[src/rtl/lc3_control_unit.sv]
// lc3_control_unit: LC3 pipeline controller producing stage enables, operand bypass selects,
// the data-memory access sequence and the branch-taken flag.
module lc3_control_unit #(
  parameter int STARTUP_STAGES = 4,
  parameter int FLUSH_CYCLES = 2
) (
  input  logic        clock,
  input  logic        reset,
  input  logic        complete_data,
  input  logic        complete_instr,
  input  logic [15:0] IR,
  input  logic [15:0] IR_Exec,
  input  logic [2:0]  psr,
  input  logic [2:0]  NZP,
  input  logic [15:0] Instr_dout,
  output logic        enable_updatePC,
  output logic        enable_fetch,
  output logic        enable_decode,
  output logic        enable_execute,
  output logic        enable_writeback,
  output logic        br_taken,
  output logic        bypass_alu_1,
  output logic        bypass_alu_2,
  output logic        bypass_mem_1,
  output logic        bypass_mem_2,
  output logic [1:0]  mem_state
);
  localparam int FW = $clog2(FLUSH_CYCLES + 1);
  localparam logic [2:0] START_DONE = 3'(STARTUP_STAGES);
  typedef enum logic [1:0] {READ, IND, WRITE, IDLE} mem_state_e;
  mem_state_e mem_state_q, mem_state_d;
  logic [2:0] start_q, start_d;
  logic [FW-1:0] flush_q, flush_d;
  logic en_pc_q, en_pc_d, en_fetch_q, en_fetch_d, en_dec_q, en_dec_d;
  logic en_exe_q, en_exe_d, en_wb_q, en_wb_d;
  logic [3:0] dec_op, exe_op;
  logic exe_alu, exe_load, dec_sr1, dec_sr2, quiet, sr1_hit, sr2_hit, busy_next;
  logic unused_bits;
  // Early BR/JMP peeking is not used: control hazards are handled only by the flush.
  assign unused_bits = ^{Instr_dout, IR[11:9], IR[4:3], IR_Exec[8:0]};
  assign dec_op = IR[15:12];
  assign exe_op = IR_Exec[15:12];
  assign enable_updatePC = en_pc_q;
  assign enable_fetch = en_fetch_q;
  assign enable_decode = en_dec_q;
  assign enable_execute = en_exe_q;
  assign enable_writeback = en_wb_q;
  assign mem_state = mem_state_q;
  always_comb begin
    exe_alu = exe_op inside {4'b0001, 4'b0101, 4'b1001, 4'b1110};
    exe_load = exe_op inside {4'b0010, 4'b0110, 4'b1010};
    dec_sr1 = dec_op inside {4'b0001, 4'b0101, 4'b1001, 4'b0110, 4'b0111, 4'b1100};
    dec_sr2 = (dec_op inside {4'b0001, 4'b0101}) & ~IR[5];
    quiet = (flush_q != '0) | (start_q != START_DONE);
    sr1_hit = ~quiet & dec_sr1 & (IR[8:6] == IR_Exec[11:9]);
    sr2_hit = ~quiet & dec_sr2 & (IR[2:0] == IR_Exec[11:9]);
    bypass_alu_1 = sr1_hit & exe_alu;
    bypass_alu_2 = sr2_hit & exe_alu;
    bypass_mem_1 = sr1_hit & exe_load;
    bypass_mem_2 = sr2_hit & exe_load;
    br_taken = en_exe_q & (((exe_op == 4'b0000) & |(NZP & psr)) | (exe_op == 4'b1100));
    mem_state_d = mem_state_q;
    case (mem_state_q)
      IDLE: if (en_exe_q) mem_state_d = (exe_op inside {4'b0010, 4'b0110}) ? READ :
                                        (exe_op inside {4'b0011, 4'b0111}) ? WRITE :
                                        (exe_op inside {4'b1010, 4'b1011}) ? IND : IDLE;
      IND: if (complete_data) mem_state_d = (exe_op == 4'b1010) ? READ : WRITE;
      default: if (complete_data) mem_state_d = IDLE;
    endcase
    busy_next = mem_state_d != IDLE;
    // The flush count holds while a memory access owns the pipeline.
    flush_d = br_taken ? FW'(FLUSH_CYCLES) :
              ((mem_state_q != IDLE) | (flush_q == '0)) ? flush_q : flush_q - FW'(1);
    start_d = (start_q == START_DONE) ? start_q : start_q + 3'd1;
    en_pc_d = (start_d >= 3'd1) & complete_instr & ~busy_next;
    en_fetch_d = en_pc_d;
    en_dec_d = (start_d >= 3'd2) & (flush_d == '0) & ~busy_next;
    en_exe_d = (start_d >= 3'd3) & (flush_d == '0) & ~busy_next;
    en_wb_d = (mem_state_q != IDLE) ? ((mem_state_q == READ) & complete_data) :
              (start_d >= 3'd4) & (flush_d == '0) & ~busy_next;
  end
  always_ff @(posedge clock) begin
    if (!reset) begin
      mem_state_q <= IDLE;
      start_q <= '0;
      flush_q <= '0;
      en_pc_q <= 1'b0;
      en_fetch_q <= 1'b0;
      en_dec_q <= 1'b0;
      en_exe_q <= 1'b0;
      en_wb_q <= 1'b0;
    end else begin
      mem_state_q <= mem_state_d;
      start_q <= start_d;
      flush_q <= flush_d;
      en_pc_q <= en_pc_d;
      en_fetch_q <= en_fetch_d;
      en_dec_q <= en_dec_d;
      en_exe_q <= en_exe_d;
      en_wb_q <= en_wb_d;
    end
  end
endmodule

[config.mk]
export PLATFORM = sky130hd
export DESIGN_NAME = lc3_control_unit
export DESIGN_NICKNAME = d
export VERILOG_FILES = /design/src/rtl/lc3_control_unit.sv
export SDC_FILE = /design/constraint.sdc
export NUM_CORES = 1
export LEC_CHECK = 0
export BUFFER_PORTS_ARGS = -buffer_cell sky130_fd_sc_hd__buf_4
export CORE_MARGIN = 4
export CORE_UTILIZATION = 42
export CTS_BUF_LIST = sky130_fd_sc_hd__clkbuf_8
export DETAILED_ROUTE_END_ITERATION = 6
export GPL_ROUTABILITY_DRIVEN = 0
export PLACE_DENSITY = 0.95
export SLEW_MARGIN = 20
export SYNTH_ARGS = -nofsm -noshare
export SYNTH_HDL_FRONTEND = slang
export SYNTH_SLANG_ARGS = --single-unit
[constraint.sdc]
create_clock -name clock -period 4.6 [get_ports clock]
set_input_delay 0.46 -clock clock [delete_from_list [all_inputs] [get_ports clock]]
set_output_delay 0.46 -clock clock [all_outputs]
set_load 0.02 [all_outputs]
==> metrics, run 1 <==
Synth top cells by count=11 x dfxtp_1, 10 x nor2_1, 9 x inv_1, 7 x a21oi_1; Unique masters post-synth=39; initial antenna violation count=0; YS warnings=0; Worst setup SP type=register; first-pass GRT wire length=3590 um; peak supply drop=0.300 mV; n_diodes=0; Post-Syn Area=810 sq um; storage element area=220 sq um; most common cell in the synthesized netlist=dfxtp_1; full die area=2690 sq um; multi-input logic area=548 sq um; crit path capture=bypass_alu_1; CTS clk-pin slew, worst paths=0.05 ns; P_leak=0.534 nW; syn_area_per_cell=8.26 sq um; Post-DRT Antenna Nets=0; Layout Nets=202; leading post-synthesis cells by cell area=dfxtp_1 27%, a2111oi_4 6.8%, xor2_1 5.4%; crit share post-route=0.513; area leader, netlist=dfxtp_1; RSZ-0062 raised after global routing=false; DR vias/cell=5.25; status=completed; Critical R2R Capture=enable_execute$_SDFF_PN0_; Bufs on Longest Clock Path=2; power consumption=0.472 mW; Root Driver=clkbuf_8; total setup buffers inserted after CTS=0; Final min period=2.36 ns; CP Max Fanout=4; initial core utilization=0.454; area delta synth->final=44.8%; share of the synthesized area in the top cell type=0.272; grt ovf=0; Post-CTS Hold Buffers=0; die height=51.9 um; setup violation total in the final timing report=0; post-synthesis async set-or-reset flop share=0; Gate Count Post-Synth=98; Max Clk Rate=424 MHz; Most used DFF post-synth=dfxtp_1; Cell Count, Final, Fillers Out=165; Data required, critical path=4.14 ns; max_slew headroom=0.743; Worst Setup SP=flush_q[0]$_SDFF_PN0_; Max Cap Violations=0; flops & latches, synth=11; sequential area share after synthesis=0.272; DR iter-0 viols=9; core footprint=1780 sq um; DRC=0; final hold vios=0; Routed WL per cell=13.7 um; syn nets=159; TritonCTS clock tree=done; CTS sink cnt=11; WP data arrival=1.90 ns; worst hold path class=primary input to register; RR Startpoint=flush_q[0]$_SDFF_PN0_; Clk Latency, worst-skew pair=0.24 ns; pin count of the biggest net entering global routing=9; Resized Gates After CTS=0; TritonCTS Buffers=3; drt first pass iters=4; Worst Tran Pin Value=0.375 ns; skew final=0.00399 ns; Row Count=15; Filler cells=147; Pwr Density=402 nW/um^2; vias in the first global route=895; fraction of layout cells with a size suffix above 1=0.371; Die X-Extent=51.9 um; Post-Place Cells=161; IO buf count=39; drt total wl=2270 um; CP endpoint kind=output pin; setup tns final=0 ns; htree depth=1; EDFF count, synth=0; Final HPWL DP=1860 um; final-report max-slew violation count=0; crit path kind=register to output pin; Reg2Reg Depth=6; reg2reg setup slack=2.81 ns; I/O pin total=70; Total GRT Usage=0.176; via count=867
-- layout by cell type, fill, tap and decap left out, drive strengths merged, types with 2 or more instances in the layout --
cell type  netlist  layout
xnor2            3       3
clkbuf           0       3
nand2            7       7
a21oi            7       7
xor2             5       5
and2             3       3
nand3b           2       2
dfxtp           11      11
o21ai            6       6
nor4             2       2
nor2b            2       2
a2111oi          3       3
buf              1      39
nand3            5       5
nor3             4       4
ha               3       3
inv              9       9
nor2            10      10
-- metal layers --
layer	track usage	up-vias	wire, um
met3	0.0344	5	178
li1	-	431	-
met1	0.175	400	862
met2	0.337	31	1190
met5	0	-	0
met4	0.0917	0	37
-- through the flow --
step / instance area, sq um / hold WS [ns] / worst slack (ns) / util
6_report: 1170 / 0.453 / 2.24 / 0.658
5_1_grt: 1170 / 0.467 / 2.03 / 0.658
4_1_cts: 1170 / 0.448 / 2.23 / 0.658
3_3_place_gp: 1130 / 0.477 / 2.55 / 0.632
3_5_place_dp: 1130 / 0.490 / 2.49 / 0.632
2_1_floorplan: 810 / 0.460 / 2.65 / -
-- where the power goes --
group / leakage [nW] / switching (mW) / total [mW] / internal (mW)
sequential: 0.0903 / 0.0197 / 0.137 / 0.117
combinational: 0.418 / 0.127 / 0.239 / 0.112
clock: 0.0255 / 0.0360 / 0.0954 / 0.0594
-- critical path: stages (launching register included) --
cell,delay (ns)
dfxtp_1,0.35
inv_1,0.17
ha_1,0.28
nand3_1,0.14
nor4_1,0.29
o21ai_0,0.17
nor2_1,0.13
buf_4,0.15
-- sequential cells by signal, summed over array words and instances (netlist names) --
name / count
start_q: 3
flush_q: 2
mem_state: 2
enable_decode: 1
enable_execute: 1
enable_fetch: 1
enable_writeback: 1
-- cell type report --
class                      instances  area share
timing repair buffer              39       0.250
tap                               25      0.0267
inverter                           9      0.0288
clock buffer                       3      0.0352
clock inverter                     1     0.00427
multi-input combinational         77       0.467
sequential                        11       0.188
-- kinds of logic (layout without fill, tap and decap cells) --
logic type / after synthesis / after routing / share of synthesized area
AOI/OAI and AO/OA: 24 / 24 / 0.244
xor gates and xnor gates: 8 / 8 / 0.0866
adders and majority gates: 3 / 3 / 0.0464
buffers and inverters: 10 / 52 / 0.0510
DFF: 11 / 11 / 0.272
muxes: 1 / 1 / 0.0124
and+or+nand+nor: 41 / 41 / 0.288
-- worst min-delay path by stage --
stage / start / slack, ns / end / depth (start not counted)
3_3_place_gp: start_q[1]$_SDFF_PN0_ / 0.48 / start_q[1]$_SDFF_PN0_ / 2
5_1_grt: reset / 0.47 / mem_state[0]$_SDFF_PN1_ / 2
4_1_cts: reset / 0.45 / mem_state[0]$_SDFF_PN1_ / 2
3_5_place_dp: start_q[1]$_SDFF_PN0_ / 0.49 / start_q[1]$_SDFF_PN0_ / 2
6_report: reset / 0.45 / mem_state[0]$_SDFF_PN1_ / 2
2_1_floorplan: start_q[1]$_SDFF_PN0_ / 0.46 / start_q[1]$_SDFF_PN0_ / 2
Power figures use the tool's default switching activity.
==> inputs of run 2 (changes only) <==
--- a/config.mk
+++ b/config.mk
@@ -7,11 +7,11 @@
 export LEC_CHECK = 0
 export BUFFER_PORTS_ARGS = -buffer_cell sky130_fd_sc_hd__buf_4
 export CORE_MARGIN = 4
-export CORE_UTILIZATION = 42
+export CORE_UTILIZATION = 39
 export CTS_BUF_LIST = sky130_fd_sc_hd__clkbuf_8
 export DETAILED_ROUTE_END_ITERATION = 6
 export GPL_ROUTABILITY_DRIVEN = 0
-export PLACE_DENSITY = 0.95
+export PLACE_DENSITY = 0.89
 export SLEW_MARGIN = 20
 export SYNTH_ARGS = -nofsm -noshare
 export SYNTH_HDL_FRONTEND = slang
==> constraint.sdc (replaced) <==
create_clock -name clock -period 2.4 [get_ports clock]
set_input_delay 0.24 -clock clock [delete_from_list [all_inputs] [get_ports clock]]
set_output_delay 0.24 -clock clock [all_outputs]
set_load 0.02 [all_outputs]
==> metrics, run 2 (synthesis gave the netlist of run 1 again) <==
pin count of the biggest net entering global routing=9; crit share post-route=0.866; Worst Tran Pin Value=0.455 ns; Comb power frac=0.511; TritonCTS Buffers=3; I/O pin total=70; status=completed; WP data arrival=1.84 ns; setup tns final=0 ns; Total GRT Usage=0.160; DR iter-0 viols=16; Bufs on Longest Clock Path=2; Worst setup SP type=register; final-report max-slew violation count=0; CTS clk-pin slew, worst paths=0.05 ns; CTS sink cnt=11; worst hold path class=primary input to register; multi-input logic area=551 sq um; grt ovf=0; Post-CTS Hold Buffers=0; CP max-delay cell=dfxtp_1; drt total wl=2010 um; Critical R2R Capture=enable_execute$_SDFF_PN0_; die height=53.6 um; Die X-Extent=53.6 um; max reg flops=3; full die area=2870 sq um; Max Clk Rate=481 MHz; Reg2Reg Depth=6; NetSw=0.332 mW; peak supply drop=0.468 mV; power consumption=0.885 mW; Post-DRT Antenna Nets=0; drt first pass iters=5; CP endpoint kind=output pin; fraction of power consumed by the clock network=0.195; max_slew headroom=0.689; Final min period=2.08 ns; most frequent cells in the layout=39 x buf_4, 11 x dfxtp_1, 10 x inv_1, 10 x nor2_1, 7 x a21oi_1; leading cell type in the layout, fill and taps excluded=buf_4; TritonCTS clock tree=done; CP peak stage delay=0.34 ns; HP Start=reset; Seq pwr share=0.294; via count=860; Clk Latency, worst-skew pair=0.23 ns; Row Count=16; worst path cell trace=inv_1 -> ha_2 -> nand3_1 -> nor4_1 -> o21ai_0 -> nor2_1 -> buf_4; most flop-heavy register=start_q; Sw Share=0.375; htree depth=1; P_leak=0.534 nW; initial core utilization=0.413; initial antenna violation count=0; Pwr Density=752 nW/um^2; Routed WL per cell=12.0 um; reg2reg setup slack=0.69 ns; Data required, critical path=2.16 ns; Layout Nets=202; fraction of layout cells with a size suffix above 1=0.371; RR Startpoint=flush_q[0]$_SDFF_PN0_; n_diodes=0; CP Max Fanout=4; DR vias/cell=5.15; area delta synth->final=45.3%; core footprint=1960 sq um; Cell Int Power=0.553 mW; DRC=0; first-pass GRT wire length=3510 um; crit path kind=register to output pin; RSZ-0062 raised after global routing=false; crit path capture=bypass_alu_1; vias in the first global route=845; Worst Setup SP=flush_q[0]$_SDFF_PN0_; Final HPWL DP=1730 um; Max Cap Violations=0; Root Driver=clkbuf_8; final hold vios=0; storage element area=220 sq um; setup violation total in the final timing report=0; IO buf count=39; Filler cells=176; skew final=0.000710 ns
-- run 2: power by group through the flow --
| stage | Clock [mW] | Combinational (mW) | Sequential, mW |
|---|---|---|---|
| floorplan | 0 | 0.308 | 0.279 |
| global placement | 0 | 0.435 | 0.261 |
| detailed placement | 0 | 0.451 | 0.264 |
| CTS | 0.179 | 0.453 | 0.261 |
| global route | 0.188 | 0.509 | 0.265 |
| finish | 0.172 | 0.452 | 0.260 |
-- run 2: layout make-up --
type	instances	share of cell area
well taps	27	0.0287
clock buffers	3	0.0351
repair buffers	39	0.249
inverters	9	0.0287
flip-flops and latches	11	0.187
clock inverters	1	0.00319
multi-input cells	77	0.468
-- run 2: metrics by stage --
stage | setup slack [ns] | hold WS, ns | cells | utilization | cell area (sq um)
floorplan | 0.666 | 0.312 | 98 | - | 810
global placement | 0.571 | 0.475 | 163 | 0.575 | 1130
detailed placement | 0.510 | 0.480 | 163 | 0.575 | 1130
CTS | 0.253 | 0.238 | 167 | 0.598 | 1170
global route | 0.0505 | 0.262 | 167 | 0.599 | 1180
finish | 0.321 | 0.239 | 167 | 0.599 | 1180
-- run 2: layer usage --
layer / vias to the layer above / routed length, um / GRT usage
li1: 435 / - / -
met1: 393 / 828 / 0.194
met2: 30 / 968 / 0.282
met3: 2 / 191 / 0.0305
met4: 0 / 21 / 0.0553
met5: - / 0 / 0
-- run 2: critical path: cells and delay by family (launching register included) --
family                   cells  cell delay, ns
flip-flops                   1            0.34
AO/OA/AOI/OAI                1            0.17
adder cells (fa/ha/maj)      1            0.25
AND/OR/NAND/NOR              3            0.52
buffers and inverters        2            0.32
-- run 2: worst min path at each step --
stage / to / cells after the start
detailed placement: mem_state[0]$_SDFF_PN1_ / 2
global route: mem_state[0]$_SDFF_PN1_ / 2
floorplan: mem_state[0]$_SDFF_PN1_ / 1
global placement: start_q[1]$_SDFF_PN0_ / 2
finish: mem_state[0]$_SDFF_PN1_ / 2
CTS: mem_state[0]$_SDFF_PN1_ / 2
-- run 2: what timing repair did --
action,4_1_cts,5_1_grt
setup buffers,0,0
endpoints found under the setup margin,0,1
resized for setup,0,1
==> inputs of run 3 (changes only) <==
--- a/config.mk
+++ b/config.mk
@@ -12,6 +12,7 @@
 export DETAILED_ROUTE_END_ITERATION = 6
 export GPL_ROUTABILITY_DRIVEN = 0
 export PLACE_DENSITY = 0.89
+export RECOVER_POWER = 50
 export SLEW_MARGIN = 20
 export SYNTH_ARGS = -nofsm -noshare
 export SYNTH_HDL_FRONTEND = slang
==> metrics, run 3 (synthesis gave the netlist of run 1 again) <==
most flop-heavy register=start_q; Worst Setup SP=flush_q[0]$_SDFF_PN0_; setup violation total in the final timing report=0; delay-heaviest family, CP=simple AND/OR/NAND/NOR gates; NetSw=0.330 mW; Pwr Density=752 nW/um^2; pin count of the biggest net entering global routing=9; Seq pwr share=0.301; Worst setup SP type=register; Bufs on Longest Clock Path=2; full die area=2870 sq um; grt ovf=0; first-pass GRT wire length=3510 um; final hold vios=0; fraction of layout cells with a size suffix above 1=0.314; Cell Count, Final, Fillers Out=167; P_leak=0.505 nW; leading cell type in the layout, fill and taps excluded=buf_4; die height=53.6 um; CTS sink cnt=11; drt first pass iters=4; Max Clk Rate=481 MHz; IO buf count=39; Post-Place Cells=163; initial core utilization=0.413; Clk Latency, worst-skew pair=0.23 ns; final core occ=0.585; CP peak stage delay=0.34 ns; Sw Share=0.382; crit share post-route=0.866; vias in the first global route=845; peak supply drop=0.464 mV; Row Count=16; TritonCTS Buffers=3; initial antenna violation count=0; final-report max-slew violation count=0; multi-input logic area=548 sq um; n_diodes=0; design area=1150 sq um; via count=860; fraction of power consumed by the clock network=0.199; max_slew headroom=0.689; skew final=0.000736 ns; Post-DRT Antenna Nets=0; CP max-delay cell=dfxtp_1; CP endpoint kind=output pin; most frequent cells in the layout=32 x buf_4, 11 x dfxtp_1, 10 x inv_1, 10 x nor2_1; I/O pin total=70; CP bufs+invs=2; Root Driver=clkbuf_8; Total GRT Usage=0.160; CP Max Fanout=4; Die X-Extent=53.6 um; Filler cells=186; max reg flops=3; core footprint=1960 sq um; RSZ-0062 raised after global routing=false; Cell Int Power=0.534 mW; Post-CTS Hold Buffers=0; area delta synth->final=41.7%; Final min period=2.08 ns; DR vias/cell=5.15; placement-stage cell area=1130 sq um; Data required, critical path=2.16 ns; worst hold path class=primary input to register; setup tns final=0 ns; DRC=0; status=completed; crit path kind=register to output pin; drt total wl=2010 um; htree depth=1; worst path cell trace=inv_1 -> ha_2 -> nand3_1 -> nor4_1 -> o21ai_0 -> nor2_1 -> buf_4; Max Cap Violations=0; TritonCTS clock tree=done; power consumption=0.863 mW; Worst Tran Pin Value=0.455 ns; WP data arrival=1.84 ns; pre-CTS setup slack=0.510 ns; Routed WL per cell=12.0 um; Final HPWL DP=1730 um; HP Start=reset; CTS clk-pin slew, worst paths=0.05 ns; Layout Nets=202; RR Startpoint=flush_q[0]$_SDFF_PN0_; Comb power frac=0.500; DR iter-0 viols=14; hold slack=0.239 ns; storage element area=220 sq um; Setup WS post-layout=0.321 ns
## run 3: timing repair
action | CTS | global route
buffers inserted | 0 | 0
gates resized for setup | 0 | 1
endpoints found under the setup margin | 0 | 1
## run 3: worst reg2reg max path, stage by stage, from the launching register on
cell and delay (ns):
dfxtp_1 0.39, inv_1 0.13, ha_2 0.24, nand3b_1 0.22, mux2i_1 0.16, a31o_2 0.25, nor4_2 0.24
## run 3: path summary, 6_finish.rpt
| check | slack (ns) | cells past startpoint | endpoint |
|---|---|---|---|
| setup / recovery | 0.32 | 7 | bypass_alu_1 |
| hold / removal | 0.24 | 2 | mem_state[0]$_SDFF_PN1_ |
| setup reg to reg | 0.69 | 6 | enable_execute$_SDFF_PN0_ |
| hold reg to reg | 0.49 | 2 | start_q[1]$_SDFF_PN0_ |
## run 3: layout make-up
class,instances,area share
multi-input cells,77,0.478
repair buffers,39,0.232
flip-flops and latches,11,0.192
clock buffers,3,0.0360
inverters,9,0.0294
well taps,27,0.0294
clock inverters,1,0.00327
## run 3: power by group through the flow
stage	registers, mW	clock network [mW]	logic, mW
detailed placement	0.264	0	0.451
finish	0.259	0.172	0.432
CTS	0.261	0.179	0.453
global route	0.264	0.188	0.489
floorplan	0.279	0	0.308
global placement	0.261	0	0.435
## run 3: per-layer routing
layer	up-vias	track usage	wire length (um)
met4	0	0.0553	21
met5	-	0	0
met1	391	0.194	806
met2	32	0.282	970
met3	2	0.0305	206
li1	435	-	-
